<file path="config.mk">
export PLATFORM = sky130hd
export DESIGN_NAME = adc_capture_writer_flat
export DESIGN_NICKNAME = d
export VERILOG_FILES = /design/src/rtl/adc_capture_writer_if.sv /design/src/rtl/adc_capture_writer.sv /design/src/flat_wrapper.sv
export SDC_FILE = /design/constraint.sdc
export NUM_CORES = 1
export LEC_CHECK = 0
export CORE_MARGIN = 4
export CORE_UTILIZATION = 53
export CTS_CLUSTER_SIZE = 24
export DETAILED_ROUTE_END_ITERATION = 10
export PLACE_DENSITY = 0.77
export SLEW_MARGIN = 40
export SYNTH_ARGS = -nofsm -noshare
export SYNTH_HDL_FRONTEND = slang
export SYNTH_SLANG_ARGS = --single-unit
</file>
<file path="constraint.sdc">
create_clock -name Clk -period 4.4 [get_ports Clk]
set_input_delay 0.88 -clock Clk [delete_from_list [all_inputs] [get_ports Clk]]
set_output_delay 0.88 -clock Clk [all_outputs]
set_load 0.01 [all_outputs]
</file>
<file path="src/rtl/adc_capture_writer_if.sv">
// Single-word write request bus between the ADC capture writer
// and the SDRAM interface.
interface adc_capture_writer_if;
  logic [15:0] MemData;
  logic [21:0] MemAddress;
  logic        MemReq;
  logic        MemWnR;
  logic        MemBusy;
  logic        MemAck;

  modport master (
    output MemData,
    output MemAddress,
    output MemReq,
    output MemWnR,
    input  MemBusy,
    input  MemAck
  );

  modport slave (
    input  MemData,
    input  MemAddress,
    input  MemReq,
    input  MemWnR,
    output MemBusy,
    output MemAck
  );
endinterface

</file>
<file path="src/rtl/adc_capture_writer.sv">
// Captures a programmed number of ADC samples into a small FIFO and
// writes them to consecutive SDRAM words, one registered request at a time.
module adc_capture_writer #(
  parameter int ADC_WIDTH = 12,
  parameter int FIFO_AW   = 4
) (
  input  logic                 Clk,
  input  logic                 Rst,
  input  logic [ADC_WIDTH-1:0] AdcData,
  input  logic                 AdcValid,
  input  logic                 Start,
  input  logic [21:0]          BaseAddress,
  input  logic [21:0]          Length,
  output logic                 Capturing,
  output logic                 Done,
  output logic                 Overflow,
  output logic [21:0]          SampleCount,
  adc_capture_writer_if.master mem
);

  localparam int DEPTH = 1 << FIFO_AW;
  localparam logic [FIFO_AW:0] FULL_OCC = {1'b1, {FIFO_AW{1'b0}}};

  localparam logic [1:0] S_IDLE    = 2'd0;
  localparam logic [1:0] S_CAPTURE = 2'd1;
  localparam logic [1:0] S_DRAIN   = 2'd2;
  localparam logic [1:0] S_DONE    = 2'd3;

  logic [1:0]  state;
  logic [21:0] base_q;
  logic [21:0] len_q;
  logic [21:0] accepted;
  logic [21:0] sample_cnt;
  logic        ovf_q;
  logic        req_q;
  logic [15:0] data_q;
  logic [21:0] addr_q;

  logic [ADC_WIDTH-1:0] fifo_mem [DEPTH];
  logic [FIFO_AW-1:0]   wr_ptr;
  logic [FIFO_AW-1:0]   rd_ptr;
  logic [FIFO_AW:0]     occ;

  logic full;
  logic empty;
  logic push;
  logic pop;
  logic issue;
  logic ovf_set;

  assign full  = (occ == FULL_OCC);
  assign empty = (occ == '0);
  assign pop   = req_q && mem.MemAck;

  // A full FIFO still takes a sample when the head leaves on the same edge.
  assign push    = (state == S_CAPTURE) && AdcValid && (!full || pop);
  assign ovf_set = (state == S_CAPTURE) && AdcValid && full && !pop;

  // Ack must be low too: a stale Ack from the previous write would
  // otherwise complete the next request immediately.
  assign issue = !req_q && !mem.MemBusy && !mem.MemAck && !empty;

  always_ff @(posedge Clk or posedge Rst) begin
    if (Rst) begin
      state      <= S_IDLE;
      base_q     <= '0;
      len_q      <= '0;
      accepted   <= '0;
      sample_cnt <= '0;
      ovf_q      <= 1'b0;
      req_q      <= 1'b0;
      data_q     <= '0;
      addr_q     <= '0;
    end else begin
      if (issue) begin
        req_q  <= 1'b1;
        data_q <= 16'(fifo_mem[rd_ptr]);
        addr_q <= base_q + sample_cnt;
      end else if (pop) begin
        req_q <= 1'b0;
      end
      if (pop) sample_cnt <= sample_cnt + 22'd1;
      if (ovf_set) ovf_q <= 1'b1;
      case (state)
        S_IDLE: begin
          if (Start) begin
            base_q     <= BaseAddress;
            len_q      <= Length;
            accepted   <= '0;
            sample_cnt <= '0;
            ovf_q      <= 1'b0;
            state      <= (Length == '0) ? S_DONE : S_CAPTURE;
          end
        end
        S_CAPTURE: begin
          if (push) begin
            accepted <= accepted + 22'd1;
            if (accepted + 22'd1 == len_q) state <= S_DRAIN;
          end
        end
        S_DRAIN: begin
          if (sample_cnt == len_q && !req_q) state <= S_DONE;
        end
        S_DONE:  state <= S_IDLE;
        default: state <= S_IDLE;
      endcase
    end
  end

  always_ff @(posedge Clk or posedge Rst) begin
    if (Rst) begin
      wr_ptr <= '0;
      rd_ptr <= '0;
      occ    <= '0;
    end else begin
      if (push) wr_ptr <= wr_ptr + 1'b1;
      if (pop)  rd_ptr <= rd_ptr + 1'b1;
      case ({push, pop})
        2'b10:   occ <= occ + 1'b1;
        2'b01:   occ <= occ - 1'b1;
        default: ;
      endcase
    end
  end

  always_ff @(posedge Clk) begin
    if (push) fifo_mem[wr_ptr] <= AdcData;
  end

  assign Capturing      = (state != S_IDLE);
  assign Done           = (state == S_DONE);
  assign Overflow       = ovf_q;
  assign SampleCount    = sample_cnt;
  assign mem.MemReq     = req_q;
  assign mem.MemData    = data_q;
  assign mem.MemAddress = addr_q;
  assign mem.MemWnR     = 1'b1;

endmodule

</file>
<file path="src/flat_wrapper.sv">
// flat-port wrapper written by rule: the top's interface ports become plain ports
module adc_capture_writer_flat 
#(
  parameter int ADC_WIDTH = 12,
  parameter int FIFO_AW   = 4
)
  (Clk, Rst, AdcData, AdcValid, Start, BaseAddress, Length, Capturing, Done, Overflow, SampleCount, mem_MemData, mem_MemAddress, mem_MemReq, mem_MemWnR, mem_MemBusy, mem_MemAck);
  adc_capture_writer_if mem_i ();
  input  logic Clk;
  input  logic Rst;
  input  logic [ADC_WIDTH-1:0] AdcData;
  input  logic AdcValid;
  input  logic Start;
  input  logic [21:0] BaseAddress;
  input  logic [21:0] Length;
  output logic Capturing;
  output logic Done;
  output logic Overflow;
  output logic [21:0] SampleCount;
  output wire logic [$bits(mem_i.MemData)-1:0] mem_MemData;
  output wire logic [$bits(mem_i.MemAddress)-1:0] mem_MemAddress;
  output wire logic [$bits(mem_i.MemReq)-1:0] mem_MemReq;
  output wire logic [$bits(mem_i.MemWnR)-1:0] mem_MemWnR;
  input wire logic [$bits(mem_i.MemBusy)-1:0] mem_MemBusy;
  input wire logic [$bits(mem_i.MemAck)-1:0] mem_MemAck;
  assign mem_MemData = mem_i.MemData;
  assign mem_MemAddress = mem_i.MemAddress;
  assign mem_MemReq = mem_i.MemReq;
  assign mem_MemWnR = mem_i.MemWnR;
  assign mem_i.MemBusy = mem_MemBusy;
  assign mem_i.MemAck = mem_MemAck;
  adc_capture_writer #(.ADC_WIDTH(ADC_WIDTH), .FIFO_AW(FIFO_AW)) u_core (.Clk(Clk), .Rst(Rst), .AdcData(AdcData), .AdcValid(AdcValid), .Start(Start), .BaseAddress(BaseAddress), .Length(Length), .Capturing(Capturing), .Done(Done), .Overflow(Overflow), .SampleCount(SampleCount), .mem(mem_i));
endmodule
</file>
* After elaboration in Yosys (flattened, before gate mapping) *
Memories as Yosys holds them, arrays and structs flattened. A register that Yosys moved wholly into a read port is not among the register bits.
Index checks and enable logic that the tools add are counted.

cells by class
  multiplexer cells = 20
  $add $sub $neg = 7
  eq/ne operators = 12
  reductions and logical operators = 26

operator list
  cell                   count
  $mux 22                5
  $add 22x1->22 const B  2
  $eq 22x22->1           2
  $pmux 22 s2            1
  $add 22x22->22         1
  $logic_not 22->1       1
  $mux 2                 5
  $pmux 5 s2             1
  $logic_and 1x1->1      9
  $add 4x1->4 const B    2
  $pmux 2 s4             1
  $reduce_bool 2->1      4
  $mux 1                 7
  $eq 2x2->1 const B     3
  $logic_not 1->1        6
  $add 5x1->5 const B    1
  $eq 5x5->1 const B     1
  $logic_not 5->1        1
  $sub 5x1->5 const B    1
  $eq 2x1->1 const B     2
  $ne 2x1->1 const B     2
  $ne 2x2->1 const B     2
  $reduce_and 4->1       1
  $reduce_and 3->1       1
  other kinds (3)        3

word-level totals
  register bits after elaboration = 127
  input port bits = 62
  memories = 1
  word-level logic and storage cells = 77
  output and inout bits = 65
  memory bits (writable) = 192

memory list
  memory           depth  bits a word  read ports  clocked after Yosys merged registers in  wr ports  line                      RTL
  u_core.fifo_mem  16     12           1           1                                        1         adc_capture_writer.sv:39  logic [ADC_WIDTH-1:0] fifo_mem [DEPTH];

* Longest topological paths before layout *
  depth in word-level cells = 7
  depth in mapped cells = 15
  gate-level depth less buffers = 14

* Worst setup path before layout *
Ideal clock, no wire load.

  path type = in2reg
  start point = input mem_MemAck
  end point = register u_core.occ[4]
  data required time = 4,275 ps
  data arrival time = 3,325 ps
  setup slack = 950 ps
  library setup time = 125 ps
  cell stages on the path = 15
  buffers on the path = 1
  cells stage by stage = nand2_1 clkinv_1 or3b_1 and3_4 buf_6 inv_1 ha_1 inv_1 fa_1 inv_1 a21o_1 a21oi_1 xnor2_1 nor2_1 xor2_1

on the way
  word-level cells in the longest chain between the ends = 5
  elaborated cells on any way between the ends = 7
  classes of those cells = eq/ne (2); mux (1); reduce/logical (4)

ends and longest elaborated chain
  element                                                 line                       RTL
  start: declaration                                      flat_wrapper.sv:25         input wire logic [$bits(mem_i.MemAck)-1:0] mem_MemAck;
  $logic_and 1x1->1 (*)                                   adc_capture_writer.sv:53   assign pop = req_q && mem.MemAck;
  $logic_or 1x1->1                                        adc_capture_writer.sv:56   assign push = (state == S_CAPTURE) && AdcValid && (!full || pop);
  $logic_and 1x1->1                                       adc_capture_writer.sv:56
  $eq 2x1->1 / $eq 2x2->1 (equally long branches)         adc_capture_writer.sv:118  case ({push, pop})
  $pmux 5 s2 / $reduce_bool 2->1 (equally long branches)  -
  end signal: assignment                                  adc_capture_writer.sv:119  2'b10: occ <= occ + 1'b1;
  end signal: assignment                                  adc_capture_writer.sv:120  2'b01: occ <= occ - 1'b1;
  end: declaration                                        adc_capture_writer.sv:42   logic [FIFO_AW:0] occ;

Every way passes the cells marked *; elsewhere a longest branch is shown, timed or not.
A chain may end at the register's enable or synchronous reset.

* Final worst setup path *
Ends and elaborated chain as after synthesis.

==> results.md <==
- H-Tree Depth: 2
- Num rows: 61
- Worst Path Buf+Inv: 5
- Synthesized cell area: 15300 sq um
- CTS Hold Bufs: 0
- Ys Warns: 0
- Io pins: 127
- Cells after Synth: 1169
- Worst endpoint required time: 4.82 ns
- Critical-path cell list: clkdlybuf4s50_1, nand2_1, clkinv_1, or3b_1, and3_4, inv_1, ha_1, inv_1, fa_1, inv_1, a21o_1, a21oi_1, xnor2_1, nor2_1, xor2_1
- Port bufs: 121
- Setup CP Type: in -> reg
- Worst-Skew Late Latency: 0.54 ns
- Max Fclk: 0.287 GHz
- Num CTS Buffers: 36
- Routed wire per std cell: 21.6 um
- CP Capture Type: flip-flop
- Routed via count: 9861
- Dpl cells: 1631
- Clock Tree Buf Depth: 3
- Largest net degree at the start of global routing: 44
- Post-Layout Cell Count: 1697
- CTS clk-pin slew, worst paths: 0.06 ns
- Remaining Overflow, GRT: 0
- Drt total wl: 36600 um
- Most frequent cell on the critical path: inv_1
- Max incr delay on CP: 0.47 ns
- Flop pwr share: 41.2%
- Delay-heaviest family, CP: simple AND/OR/NAND/NOR gates
- Initial Utilization: 54.4%
- Ant. Diodes: 0
- Clock Power Share: 27.5%
- Combinational share of power: 31.3%
- Post-CTS sizing: 0
- Final min period: 3.49 ns
- GRT Resource Usage Total: 23.5%
- Hold Fails Final Rpt: 0
- Initial DRC Count: 810
- CTS tree: built
- Critical Path AT: 3.90 ns
- Final Cycle Share: 79.3%
- Stages on the worst setup path: 15
- CP max-delay cell: fa_1
- RSZ-0062 raised after global routing: no
- Syn avg cell area: 13.1 sq um
- DP HPWL: 24400 um
- Final setup violation count: 0
- Number of global-route vias before repair: 10122
- Share of layout cells above drive strength 1: 11.9%
- Type of the worst min-delay path: reg -> reg
- Residual DRC count: 0
- Outcome: completed
- Relative slew slack: 43.2%
- Crit start category: input port
- DIE WIDTH: 178 um
- Area Overhead vs Synth: 18.1%
- Vias per cell: 5.81
- EDFF count, synth: 192
- Yosys reg bits: 331
- FILL cells: 2070
- PwrDens: 593 nW/um^2
- Ys async rst share: 42.0%
- Crit path max fanout: 10
- Worst Reg-to-Reg Cells: 13
- Finished Core Util: 64.3%
- Post-synthesis sequential area ratio: 60.5%
- Final setup skew: 0.0258 ns
- Setup bufs post-CTS: 0
- CORE AREA: 28100 sq um
- Leakage: 6.96 nW
- Internal: 7.19 mW
- First-pass GRT wire length: 57500 um
- Yosys cell types: 66
- Routability-driven placement congestion ratio: 0.900
- CTS root buf: clkbuf_16
- P_sw: 3.51 mW
- Switching share of power: 32.8%
- Synth Flop Type: edfxtp_1
- Max Cap Viol: 0
- Die ar.: 31600 sq um
- Nets: 1392
- Worst VDD drop: 0.000459 V
- Final antenna-violating net count: 0
- Initial antenna violation count: 0
- Die span in y: 178 um
- Actual slew at the worst max-slew pin: 0.852 ns
- Clock tree sinks: 331
- Setup_tns: 0 ns
- Max Slew Vio Count: 0
- Hold path cells: 2
- TritonRoute pass-1 iters: 5
[path summary, 6_finish.rpt]
| path | start | to | slack [ns] |
|---|---|---|---|
| worst max-delay path | mem_MemAck | u_core.occ[4] | 0.91 |
| worst min-delay path | u_core.mem.MemAddress[19] | u_core.mem.MemAddress[19] | 0.48 |
| worst max register to register | u_core.occ[0] | u_core.occ[4] | 1.05 |
| worst min register to register | u_core.mem.MemAddress[19] | u_core.mem.MemAddress[19] | 0.48 |
| max in group asynchronous | Rst | u_core.len_q[5] | 2.70 |
| min in group asynchronous | Rst | u_core.mem.MemData[10] | 0.75 |
[worst reg2reg max path, cell delays in order, from the launching register on]
cell and delay (ns):
dfrtp_1 0.42, or4_1 0.61, or3b_1 0.41, and3_4 0.26, inv_1 0.12, ha_1 0.26, inv_1 0.12, fa_1 0.47
inv_1 0.07, a21o_1 0.10, a21oi_1 0.07, xnor2_1 0.13, nor2_1 0.06, xor2_1 0.14
[cell type report]
class                           count  area (sq um)  share of cell area (%)
Clock inverter                     12           138                   0.762
Sequential cell                   331          9250                    51.2
Multi-Input combinational cell    759          5690                    31.5
Tap cell                          378           473                    2.62
Clock buffer                       54          1020                    5.64
Inverter                           28           111                   0.617
Timing Repair Buffer              135          1370                    7.58
[flip-flops by register name, indices dropped and copies added (netlist names), 2 cells and up]
signal and cells:
u_core.fifo_mem 192, u_core.state 2, u_core.base_q 22, u_core.wr_ptr 4
u_core.mem.MemAddress 22, u_core.occ 5, u_core.accepted 22, u_core.len_q 22
u_core.SampleCount 22, u_core.rd_ptr 4, u_core.mem.MemData 12
[cells in the final DEF, fill, tap and decap left out, types with 4 or more instances in the layout]
master,count
clkdlybuf4s50_1,121
a31oi_1,6
and3_1,16
edfxtp_1,192
nor2b_1,6
mux2i_1,4
clkbuf_16,36
dfrtp_1,136
clkinv_2,5
inv_1,25
a21oi_1,36
conb_1,5
nor3_1,9
o41ai_1,5
clkbuf_1,13
nor4_1,8
and2_1,19
buf_4,11
and4_1,4
o31ai_1,12
mux2_2,13
o21ai_0,64
mux4_2,60
xor2_1,38
nand4_1,13
nor2_1,53
clkbuf_8,5
or3_1,10
ha_1,37
xnor2_1,62
a21o_1,7
nand2_1,203
nand3_1,23
[synth_stat cells, drive strengths merged, types with 5 or more instances]
cell      n  area share [%]
a21o      7            0.34
a21oi    36             1.2
a31oi     7            0.33
and2     20            0.82
and3     17            0.73
buf      22            0.92
clkbuf   32            0.81
dfrtp   139              23
edfxtp  192              38
ha       37             3.0
inv      27            0.68
mux2     13            0.96
mux4     60             8.8
nand2   205             5.1
nand3    23            0.75
nand4    14            0.67
nor2     53             1.3
nor2b     6            0.25
nor3     13            0.60
nor4      9            0.41
o21ai    66             2.2
o31ai    12            0.59
o41ai     5            0.29
or3      10            0.41
xnor2    62             3.6
xor2     38             2.2
[metrics by stage]
step	power (mW)	hold slack (ns)	setup WS, ns	instance area (sq um)
6_report	10.7	0.481	0.912	18100
2_1_floorplan	6.54	0.449	0.950	15300
4_1_cts	10.8	0.486	0.940	18100
3_5_place_dp	7.79	0.472	0.391	16900
5_1_grt	11.3	0.499	0.649	18100
3_3_place_gp	7.62	0.459	0.469	16800
[routing by layer]
layer	GRT usage [%]	part of all wire, %
met3	3.90	6.2
met1	32.1	42
met5	0	0
met4	5.67	2.1
met2	39.8	50
[cell families after synthesis]
| family | synth area share (%) |
|---|---|
| buf+inv | 2.43 |
| other cells | 0.0491 |
| fa+ha+maj | 3.29 |
| simple gates | 11.6 |
| mux | 10.1 |
| xor+xnor | 5.73 |
| flops | 60.5 |
| compound gates | 6.30 |
[power by group through the flow]
stage	combinational (mW)	clock (mW)	sequential (mW)
floorplan	2.31	0	4.23
global placement	3.09	0	4.53
detailed placement	3.34	0	4.46
CTS	3.38	2.99	4.41
global route	3.68	3.12	4.47
finish	3.35	2.94	4.41
Note: power is estimated with default switching activity, not from simulation.
